[src/rtl/sparc_decode_stage.sv]
// SPARC V8 decode stage: one-entry holding register with valid/ready handshakes, RAW hazard
// detection against older stages, field split, and sethi-NOP bubble. Optional ID_FORWARD_EN adds forwarding.
module sparc_decode_stage #(
    parameter int          DATA_WIDTH = 32,
    parameter int          PC_WIDTH   = 64,
    parameter int          NUM_HAZ    = 3,
    parameter logic [31:0] NOP_INST   = 32'h01000000
) (
    input  logic                          clk,
    input  logic                          reset,
    input  logic                          if_valid,
    input  logic [31:0]                   if_inst,
    input  logic [PC_WIDTH-1:0]           if_pc4,
    output logic                          id_ready,
    input  logic                          flush,
    output logic [4:0]                    rf_rs1,
    output logic [4:0]                    rf_rs2,
    output logic [4:0]                    rf_rd,
    input  logic [DATA_WIDTH-1:0]         rf_val1,
    input  logic [DATA_WIDTH-1:0]         rf_val2,
    input  logic [DATA_WIDTH-1:0]         rf_val3,
    input  logic [NUM_HAZ*5-1:0]          haz_rd,
    input  logic [NUM_HAZ-1:0]            haz_wr,
    input  logic [NUM_HAZ*DATA_WIDTH-1:0] haz_data,
    input  logic [NUM_HAZ-1:0]            haz_fwd_ok,
    input  logic                          ex_ready,
    output logic                          id_valid,
    output logic [PC_WIDTH-1:0]           id_pc4,
    output logic [DATA_WIDTH-1:0]         valA,
    output logic [DATA_WIDTH-1:0]         valB,
    output logic [DATA_WIDTH-1:0]         valD,
    output logic [1:0]                    op,
    output logic [2:0]                    op2,
    output logic [5:0]                    op3,
    output logic [3:0]                    cond,
    output logic                          a,
    output logic                          i,
    output logic [4:0]                    rd,
    output logic [12:0]                   imm13,
    output logic [21:0]                   disp22,
    output logic [29:0]                   disp30
);

    typedef enum logic {EMPTY, HELD} state_t;

    state_t                state_reg, state_next;
    logic [31:0]           inst_reg, inst_next;
    logic [PC_WIDTH-1:0]   pc_reg, pc_next;

    logic                  held, stall, fire, capturable;
    logic                  use_rs1, use_rs2, use_rd;
    logic [NUM_HAZ-1:0]    hit1, hit2, hit3;
    logic [DATA_WIDTH-1:0] opnd1, opnd2, opnd3;

    // Register addresses come from the held word even while stalled, so late WB writes are seen.
    assign rf_rs1 = inst_reg[18:14];
    assign rf_rs2 = inst_reg[4:0];
    assign rf_rd  = inst_reg[29:25];

    // Format 1/2 use no sources; rs2 only for register form; rd only for stores (op3[2] = bit 21).
    assign use_rs1 = inst_reg[31];
    assign use_rs2 = inst_reg[31] & ~inst_reg[13];
    assign use_rd  = (inst_reg[31:30] == 2'b11) & inst_reg[21];

    generate
        for (genvar gi = 0; gi < NUM_HAZ; gi++) begin : g_haz
            logic [4:0] hrd;
            logic       live;
            assign hrd       = haz_rd[gi*5 +: 5];
            assign live      = haz_wr[gi] & (hrd != 5'd0);
            assign hit1[gi]  = live & use_rs1 & (hrd == rf_rs1);
            assign hit2[gi]  = live & use_rs2 & (hrd == rf_rs2);
            assign hit3[gi]  = live & use_rd  & (hrd == rf_rd);
        end
    endgenerate

`ifdef ID_FORWARD_EN
    logic blk1, blk2, blk3;

    // Walk oldest to youngest so the youngest matching stage overrides.
    always_comb begin
        opnd1 = rf_val1;
        opnd2 = rf_val2;
        opnd3 = rf_val3;
        blk1  = 1'b0;
        blk2  = 1'b0;
        blk3  = 1'b0;
        for (int k = NUM_HAZ - 1; k >= 0; k--) begin
            if (hit1[k]) begin
                opnd1 = haz_data[k*DATA_WIDTH +: DATA_WIDTH];
                blk1  = ~haz_fwd_ok[k];
            end
            if (hit2[k]) begin
                opnd2 = haz_data[k*DATA_WIDTH +: DATA_WIDTH];
                blk2  = ~haz_fwd_ok[k];
            end
            if (hit3[k]) begin
                opnd3 = haz_data[k*DATA_WIDTH +: DATA_WIDTH];
                blk3  = ~haz_fwd_ok[k];
            end
        end
    end

    assign stall = blk1 | blk2 | blk3;
`else
    logic unused_fwd;

    assign opnd1      = rf_val1;
    assign opnd2      = rf_val2;
    assign opnd3      = rf_val3;
    assign stall      = |{hit1, hit2, hit3};
    assign unused_fwd = ^{haz_data, haz_fwd_ok};
`endif

    assign held       = (state_reg == HELD);
    assign id_valid   = held & ~flush & ~stall;
    assign fire       = id_valid & ex_ready;
    assign id_ready   = ~held | fire;
    assign capturable = if_valid & (if_inst != NOP_INST);

    always_ff @(posedge clk) begin
        if (reset) begin
            state_reg <= EMPTY;
            inst_reg  <= NOP_INST;
            pc_reg    <= '0;
        end else begin
            state_reg <= state_next;
            inst_reg  <= inst_next;
            pc_reg    <= pc_next;
        end
    end

    // An empty slot always holds NOP_INST so the register addresses idle at %g0.
    always_comb begin
        state_next = state_reg;
        inst_next  = inst_reg;
        pc_next    = pc_reg;
        if (flush) begin
            state_next = EMPTY;
            inst_next  = NOP_INST;
            pc_next    = '0;
        end else if (~held | fire) begin
            if (capturable) begin
                state_next = HELD;
                inst_next  = if_inst;
                pc_next    = if_pc4;
            end else begin
                state_next = EMPTY;
                inst_next  = NOP_INST;
                pc_next    = '0;
            end
        end
    end

    assign id_pc4 = id_valid ? pc_reg : '0;
    assign valA   = (id_valid && rf_rs1 != 5'd0) ? opnd1 : '0;
    assign valB   = (id_valid && rf_rs2 != 5'd0) ? opnd2 : '0;
    assign valD   = (id_valid && rf_rd  != 5'd0) ? opnd3 : '0;
    assign op     = id_valid ? inst_reg[31:30] : 2'b00;
    assign op2    = id_valid ? inst_reg[24:22] : 3'b100;
    assign op3    = id_valid ? inst_reg[24:19] : 6'd0;
    assign cond   = id_valid ? inst_reg[28:25] : 4'd0;
    assign a      = id_valid & inst_reg[29];
    assign i      = id_valid & inst_reg[13];
    assign rd     = id_valid ? inst_reg[29:25] : 5'd0;
    assign imm13  = id_valid ? inst_reg[12:0]  : 13'd0;
    assign disp22 = id_valid ? inst_reg[21:0]  : 22'd0;
    assign disp30 = id_valid ? inst_reg[29:0]  : 30'd0;

endmodule

[config.mk]
export PLATFORM = sky130hd
export DESIGN_NAME = sparc_decode_stage
export DESIGN_NICKNAME = d
export VERILOG_FILES = /design/src/rtl/sparc_decode_stage.sv
export SDC_FILE = /design/constraint.sdc
export NUM_CORES = 1
export LEC_CHECK = 0
export ABC_CLOCK_PERIOD_IN_PS = 2700
export BUFFER_PORTS_ARGS = -buffer_cell sky130_fd_sc_hd__buf_2
export CAP_MARGIN = 0
export CORE_AREA = 2 2 228 230
export CTS_CLUSTER_SIZE = 14
export DETAILED_ROUTE_END_ITERATION = 12
export DIE_AREA = 0 0 230 232
export MAX_ROUTING_LAYER = met4
export SLEW_MARGIN = 20
export SYNTH_ARGS = -nofsm -noshare
export SYNTH_HDL_FRONTEND = slang
export SYNTH_SLANG_ARGS = --single-unit
[constraint.sdc]
create_clock -name clk -period 2.7 [get_ports clk]
set_input_delay 0.27 -clock clk [delete_from_list [all_inputs] [get_ports clk]]
set_output_delay 0.27 -clock clk [all_outputs]
set_load 0.01 [all_outputs]
== Yosys cells after proc, flatten, opt, wreduce, memory -nomap -nowiden ==
Index checks and enable logic that the tools add are counted.

* Bits in latches: 0
* Output and inout bits: 264
* Memories kept: 0
* Input bits: 314
* Register bits: 97
* Logic and storage cells: 74
* Bits in read-only memories: 0
* Bits in writable memories: 0

* Shift-type cells: 0
* Equal/unequal tests: 11
* Order comparisons: 0
* Mux-type cells: 15
* Div/mod/pow operators: 0
* Bitwise gates (word level): 34
* Reduce and logical (&&, ||, !) cells: 11
* $add $sub $neg: 0
* Multiply operators: 0

{| class="wikitable"
|+ Operator list
! cell !! count
|-
| $mux 32 || 4
|-
| $mux 64 || 2
|-
| $eq 5x5->1 || 9
|-
| $ne 32x25->1 const B || 1
|-
| $mux 30 || 1
|-
| $reduce_bool 5->1 || 6
|-
| $and 1x1->1 || 29
|-
| $mux 22 || 1
|-
| $mux 13 || 1
|-
| $reduce_or 9->1 || 1
|-
| $mux 6 || 1
|-
| $mux 5 || 1
|-
| $mux 4 || 1
|-
| $not 1->1 || 4
|-
| $logic_and 1x1->1 || 3
|-
| $mux 3 || 1
|-
| $eq 2x2->1 const B || 1
|-
| $mux 2 || 1
|-
| $reduce_or 2->1 || 1
|-
| $mux 1 || 1
|-
| $or 1x1->1 || 1
|}

== Depth between registers and ports, before layout ==
Gate-level depths: netlist (run 1).

* Depth after elaboration: 9
* Mapped depth: 11
* Depth with buffers taken out: 7

== Worst setup path before layout (run 1) ==
No wires, ideal clock.

* Kind: register to output
* Start point: reg inst_reg[2]
* End point: out disp22[13]
* Slack: 0.387 ns
* Cell stages (with the launch flop): 11
* Buffers on the path: 4
* Data arrival time: 2.043 ns
* Data required time: 2.430 ns
* Path through: dfxtp_1 > buf_2 > xor2_1 > nor4_1 > nand3_1 > a31o_2 > and4_1 > buf_2 > clkbuf_1 > and2_1 > buf_4

* Longest elaborated chain between the ends: 6
* Elaborated cells on any way between the ends: 10

{| class="wikitable"
|+ Ends and longest elaborated chain
! what !! line !! RTL
|-
| from (decl) || 47 || <nowiki>logic [31:0] inst_reg, inst_next;</nowiki>
|-
| from (signal assigned) || 128 || <nowiki>inst_reg <= inst_next;</nowiki>
|-
| $eq 5x5->1 || 72 || <nowiki>assign hit2[gi] = live & use_rs2 & (hrd == rf_rs2);</nowiki>
|-
| $and 1x1->1 || 72 ||
|-
| $reduce_or 9->1 (*) || 111 || <nowiki>assign stall = |{hit1, hit2, hit3};</nowiki>
|-
| $not 1->1 (*) || 116 || <nowiki>assign id_valid = held & ~flush & ~stall;</nowiki>
|-
| $and 1x1->1 (*) || 116 ||
|-
| $mux 22 (*) || 167 || <nowiki>assign disp22 = id_valid ? inst_reg[21:0] : 22'd0;</nowiki>
|-
| to (decl) || 40 || <nowiki>output logic [21:0] disp22,</nowiki>
|}

Every way passes the cells marked *; elsewhere a longest branch is shown, timed or not.

== Worst setup path in the final report (run 1) ==
* Start point: reg inst_reg[27]
* End point: out valB[17]

* Longest elaborated chain between the ends: 7
* Elaborated cells on any way between the ends: 11

{| class="wikitable"
|+ Ends and longest elaborated chain
! what !! line !! RTL
|-
| $eq 5x5->1 || 73 || <nowiki>assign hit3[gi] = live & use_rd & (hrd == rf_rd);</nowiki>
|-
| $and 1x1->1 || 73 ||
|-
| $reduce_or 9->1 (*) || 111 ||
|-
| $not 1->1 (*) || 116 ||
|-
| $and 1x1->1 (*) || 116 ||
|-
| $logic_and 1x1->1 (*) || 157 || <nowiki>assign valB = (id_valid && rf_rs2 != 5'd0) ? opnd2 : '0;</nowiki>
|-
| $mux 32 (*) || 157 ||
|-
| to (decl) || 30 || <nowiki>output logic [DATA_WIDTH-1:0] valB,</nowiki>
|}

Marks and branches as above.

==> results of run 1 <==
-- through the flow --
step	power (W)	util
after global routing	0.00359	0.198
final	0.00340	0.198
after floorplan	0.00176	-
after global placement	0.00207	0.175
after CTS	0.00349	0.193
after detailed placement	0.00207	0.175
-- routing by layer --
layer  part of all wire  up-vias  GRT usage
met4              0.028        0     0.0446
met1               0.40     3124      0.122
met5                  0        -          -
met3              0.078       30     0.0338
met2               0.50      320      0.184
li1                   -     3262          -
-- layout by cell type, fill, tap and decap left out, types with 6 or more instances in the layout --
| master | count |
|---|---|
| and2_1 | 132 |
| buf_12 | 12 |
| o21ai_0 | 61 |
| dfxtp_2 | 9 |
| dfxtp_1 | 86 |
| buf_2 | 400 |
| buf_4 | 38 |
| clkbuf_16 | 9 |
| nand2_1 | 66 |
| diode_2 | 7 |
| and2_4 | 60 |
| buf_6 | 88 |
| xor2_1 | 33 |
| nor4_1 | 16 |
| xnor2_1 | 12 |
| nand3_2 | 6 |
| nand3_1 | 67 |
| a22o_1 | 31 |
-- power groups by stage --
stage / sequential [W] / clock, W / combinational [W]
after floorplan: 0.00152 / 0 / 0.000240
after global placement: 0.00154 / 0 / 0.000535
after detailed placement: 0.00154 / 0 / 0.000536
after CTS: 0.00150 / 0.00141 / 0.000584
after global routing: 0.00151 / 0.00144 / 0.000639
final: 0.00150 / 0.00131 / 0.000589
-- synth_stat cells --
| cell type | number | share of area |
|---|---|---|
| nand3_2 | 5 | 0.0083 |
| nand2_1 | 66 | 0.041 |
| o21ai_2 | 5 | 0.0072 |
| buf_4 | 76 | 0.094 |
| or4_1 | 5 | 0.0062 |
| dfxtp_1 | 97 | 0.32 |
| o21ai_0 | 61 | 0.050 |
| nand4_1 | 2 | 0.0021 |
| a21oi_1 | 1 | 0.00083 |
| nor2b_1 | 1 | 0.0010 |
| inv_1 | 4 | 0.0025 |
| clkbuf_1 | 28 | 0.017 |
| o211a_1 | 1 | 0.0017 |
| and2_1 | 193 | 0.20 |
| nand3_1 | 68 | 0.056 |
| or2_2 | 1 | 0.0010 |
| o21a_2 | 4 | 0.0058 |
| xor2_1 | 33 | 0.048 |
| a31oi_1 | 1 | 0.0010 |
| nor4_1 | 17 | 0.018 |
| buf_2 | 10 | 0.0083 |
| buf_8 | 1 | 0.0025 |
| buf_6 | 10 | 0.019 |
| and4_1 | 2 | 0.0029 |
| nor2_1 | 2 | 0.0012 |
| a31o_1 | 1 | 0.0014 |
| a31o_2 | 2 | 0.0029 |
| a22o_1 | 31 | 0.045 |
| a41oi_2 | 1 | 0.0027 |
| nor3_1 | 1 | 0.00083 |
| xnor2_1 | 12 | 0.017 |
| a22oi_1 | 1 | 0.0012 |
| clkbuf_2 | 14 | 0.012 |
-- worst max-delay path by stage --
stage / cells past startpoint / endpoint / from
after floorplan: 10 / disp22[13] / inst_reg[2]$_SDFFE_PP0P_
after global placement: 9 / id_pc4[53] / haz_rd[6]
after detailed placement: 9 / imm13[9] / haz_rd[6]
after CTS: 11 / valB[17] / inst_reg[27]$_SDFFE_PP0P_
after global routing: 11 / valB[17] / inst_reg[27]$_SDFFE_PP0P_
final: 11 / valB[17] / inst_reg[27]$_SDFFE_PP0P_
-- cells by family (layout without fill, tap and decap cells) --
group / count (synthesis) / count (layout) / synth area share
xor gates and xnor gates: 45 / 45 / 0.0652
buffers and inverters: 143 / 560 / 0.155
AOI/OAI and AO/OA: 109 / 109 / 0.120
other: 0 / 7 / 0
and+or+nand+nor: 363 / 363 / 0.338
DFF: 97 / 97 / 0.321
-- critical path, delay by kind of cell, from the launching register on --
family | cells | cell delay [ps]
AOI/OAI and AO/OA | 2 | 390
DFF | 1 | 380
and+or+nand+nor | 4 | 740
xor gates and xnor gates | 1 | 150
buffers and inverters | 4 | 550
-- timing repair --
item / CTS / global route
resized for setup: 131 / 44
setup endpoints to repair: 249 / 249
setup buffers: 6 / 1
pin swaps: 43 / 6
cloned: 5 / 0
hold endpoints to repair: 0 / 0
-- cell type report --
| type | count | area, µm² |
|---|---|---|
| antenna | 7 | 17.5 |
| clock buffer | 10 | 229 |
| clock inverter | 6 | 51.3 |
| fill | 5692 | 40800 |
| inverter | 4 | 15.0 |
| multi-input combinational | 517 | 3380 |
| sequential | 97 | 1960 |
| tap | 680 | 851 |
| timing repair buffer | 540 | 3570 |
==> summary.txt, run 1 <==
Final Slew Violations: 0
hold buffers post-CTS: 0
design area: 10100 µm²
worst slew pin tran: 826 ps
Int Pwr: 0.00240 W
start point of the worst min-delay path: if_inst[27]
Hold Crit Depth: 2
share of cells above drive strength 1: 0.554
clk buf depth: 2
Reg clk slew, reported paths: 80 ps
critical path class: flop to output pin
Hold EP: inst_reg[27]$_SDFFE_PP0P_
register area share after synthesis: 0.321
end of the worst register-to-register path: pc_reg[50]$_SDFFE_PP0P_
CP Max Fanout: 32
largest net degree at the start of global routing: 65
Die Y: 232 µm
Worst R2R Path Depth: 12
critical path's slowest cell: dfxtp_4
failing checks: negative setup slack
final hold vios: 0
final hold slack: 115 ps
RSZ-0062 raised after global routing: yes
Mean Syn Cell Area: 7.99 µm²
min Tclk post-route: 2900 ps
DRT Pass-1 Iters: 6
combinational power share: 0.173
cts bufs inserted: 9
detailed-route DRC error count: 0
remaining global-route overflow: 0
GRT Resource Usage Total: 0.110
Critical Path AT: 2630 ps
routed len/inst: 16.2 µm
Initial Util: 0.119
power per cell area: 338 nW/µm²
vias per inst: 3.62
P_leak: 4.93 nW
Clock Skews: 15.8 ps
syn nets: 1071
maximum capacitance violations: 0
Psw: 0.00100 W
I/O Pins: 578
Final setup viols: 197
period utilisation layout: 1.07
clk root buf: clkbuf_16
switching part of the total power: 0.295
vias in the first global route: 6399
Crit path top cell by count: buf_12
Core Region: 50900 µm²
Slew headroom: 0.450
portion of total power attributed to sequential cells: 0.442
status: complete, but fails checks
flops & latches, synth: 97
die area: 53400 µm²
die span in x: 230 µm
post-synthesis cell area: 6050 µm²
HP Class: input pin to flop
Setup Slack @ Placement: 51.8 ps
Area Overhead vs Synth: 66.5%
antenna-violating nets left: 0
Area after DPL: 8910 µm²
first-pass GRT wire length: 41.6 mm
R2R setup slack: 230 ps
CTS Sinks: 97
Critical R2R Launch: inst_reg[27]$_SDFFE_PP0P_
Crit path required time: 2430 ps
HPWL Detailed: 23.4 mm
IO Port Bufs: 478
VDD IR max: 0.315 mV
Yosys cell types: 33
clk_lat worst skew: 380 ps
fin cells: 1861
placed cells: 1826
Synth Warn #: 0
initial antenna violation count: 9
CP Capture Type: output pin
Final nets: 1483
max reg flops: 64
Starting DRT DRC Count: 263
num rows: 83
CP startpoint kind: flop
final WL: 30.2 mm
Fmax: 345 MHz
Via Count: 6736
crit-path cells: buf_6 -> xor2_1 -> nor4_1 -> nand3_1 -> a31o_2 -> and4_4 -> buf_12 -> o21a_4 -> buf_12 -> and2_1 -> buf_2
clock power share: 0.385
setup TNS: -24780 ps
# H-tree levels: 3
CP max stage delay: 380 ps
Final WS setup: -198 ps
Syn Inst Count: 757
Placer Congestion: 0.913
CTS tree: yes
Power figures use the tool's default switching activity.
==> run 2: changes to the inputs <==
PLACE_DENSITY_LB_ADDON = 0.15   (was unset)
==> summary.txt, run 2 (synthesized netlist as in run 1, its figures left out) <==
Final Slew Violations: 0
initial antenna violation count: 2
power per cell area: 329 nW/µm²
die span in x: 230 µm
cts bufs inserted: 9
Core Region: 50900 µm²
Crit path required time: 2430 ps
Die Y: 232 µm
vias per inst: 3.66
Fmax: 343 MHz
I/O Pins: 578
Final setup viols: 243
detailed-route DRC error count: 0
vias in the first global route: 6605
period utilisation layout: 1.08
IO Port Bufs: 478
clk root buf: clkbuf_16
die area: 53400 µm²
Worst R2R Path Depth: 8
remaining global-route overflow: 0
first-pass GRT wire length: 46.4 mm
commonest non-fill, non-tap cell in the layout: buf_2
num rows: 83
CTS tree: yes
Placer Congestion: 0.882
Reg clk slew, reported paths: 90 ps
Clock Skews: 17.5 ps
setup TNS: -33850 ps
final hold vios: 0
status: complete, but fails checks
HP Class: input pin to flop
clk buf depth: 2
Initial Util: 0.119
CP startpoint kind: flop
CTS Sinks: 97
hold buffers post-CTS: 0
HPWL Detailed: 25.9 mm
Critical Path AT: 2650 ps
Slew headroom: 0.410
critical path class: flop to output pin
Area Overhead vs Synth: 82.6%
CP Max Fanout: 8
Final nets: 1489
GRT Resource Usage Total: 0.126
antenna-violating nets left: 0
# H-tree levels: 3
Final WS setup: -219 ps
max reg flops: 64
routed len/inst: 18.9 µm
clk_lat worst skew: 390 ps
P_leak: 5.18 nW
DRT Pass-1 Iters: 4
Hold Crit Depth: 3
final WL: 35.1 mm
maximum capacitance violations: 0
Fill cells: 5672
Via Count: 6820
total power: 0.00363 W
min Tclk post-route: 2920 ps
CP Capture Type: output pin
largest net degree at the start of global routing: 65
share of cells above drive strength 1: 0.614
VDD IR max: 0.250 mV
most frequent cells in the layout: 324 x buf_2, 153 x buf_6, 120 x and2_4
Starting DRT DRC Count: 210
failing checks: negative setup slack
RSZ-0062 raised after global routing: yes
worst slew pin tran: 885 ps
-- run 2: path summary, 6_finish.rpt --
| check | from | end | slack [ps] |
|---|---|---|---|
| max | inst_reg[0]$_SDFFE_PP0P_ | valA[21] | -220 |
| min | if_pc4[59] | pc_reg[59]$_SDFFE_PP0P_ | 110 |
| max reg2reg | inst_reg[0]$_SDFFE_PP0P_ | inst_reg[8]$_SDFFE_PP0P_ | 180 |
| min reg2reg | pc_reg[23]$_SDFFE_PP0P_ | pc_reg[23]$_SDFFE_PP0P_ | 460 |
-- run 2: worst max-delay path: stages (launching register included) --
cell	delay, ps
dfxtp_4	370
xor2_1	160
nor4_2	310
nand3_1	140
a31o_2	290
and4_4	200
buf_12	150
o21a_4	170
clkbuf_16	180
and2_4	140
buf_6	110
-- run 2: layer usage --
layer | up-vias | part of all wire | routed length [µm] | global-route usage
met5 | - | 0 | 0 | -
met1 | 3200 | 0.37 | 13200 | 0.126
met3 | 38 | 0.066 | 2330 | 0.0349
met2 | 301 | 0.51 | 18000 | 0.220
li1 | 3281 | - | - | -
met4 | 0 | 0.048 | 1680 | 0.0706
-- run 2: stage by stage --
step | util | setup slack, ps | instances | hold WS [ps] | cell area, µm²
6_report | 0.217 | -219 | 1864 | 109 | 11000
5_1_grt | 0.217 | -291 | 1862 | 78.6 | 11000
4_1_cts | 0.198 | -240 | 1850 | 63.1 | 10100
3_5_place_dp | 0.175 | 1.65 | 1820 | 445 | 8890
3_3_place_gp | 0.175 | -6.62 | 1820 | 441 | 8890
2_1_floorplan | - | 387 | 757 | 403 | 6050
-- run 2: what timing repair did --
item	4_1_cts	5_1_grt
pin swaps	35	85
gates cloned	6	6
setup buffers	10	6
resized for setup	183	161
endpoints found under the hold margin	0	0
setup endpoints to repair	249	260
-- run 2: final cells by class --
| type | instances | area, µm² | area share |
|---|---|---|---|
| sequential | 97 | 1980 | 0.179 |
| clock buffer | 9 | 225 | 0.0204 |
| antenna | 4 | 10.0 | 0.000907 |
| multi-input combinational | 517 | 3570 | 0.323 |
| inverter | 4 | 15.0 | 0.00136 |
| clock inverter | 7 | 86.3 | 0.00782 |
| tap | 680 | 851 | 0.0771 |
| timing repair buffer | 546 | 4310 | 0.390 |
-- run 2: power by group --
group	switching [W]	internal, W
clock network	0.000735	0.000740
registers	0.0000320	0.00147
logic	0.000324	0.000333
total	0.00109	0.00254
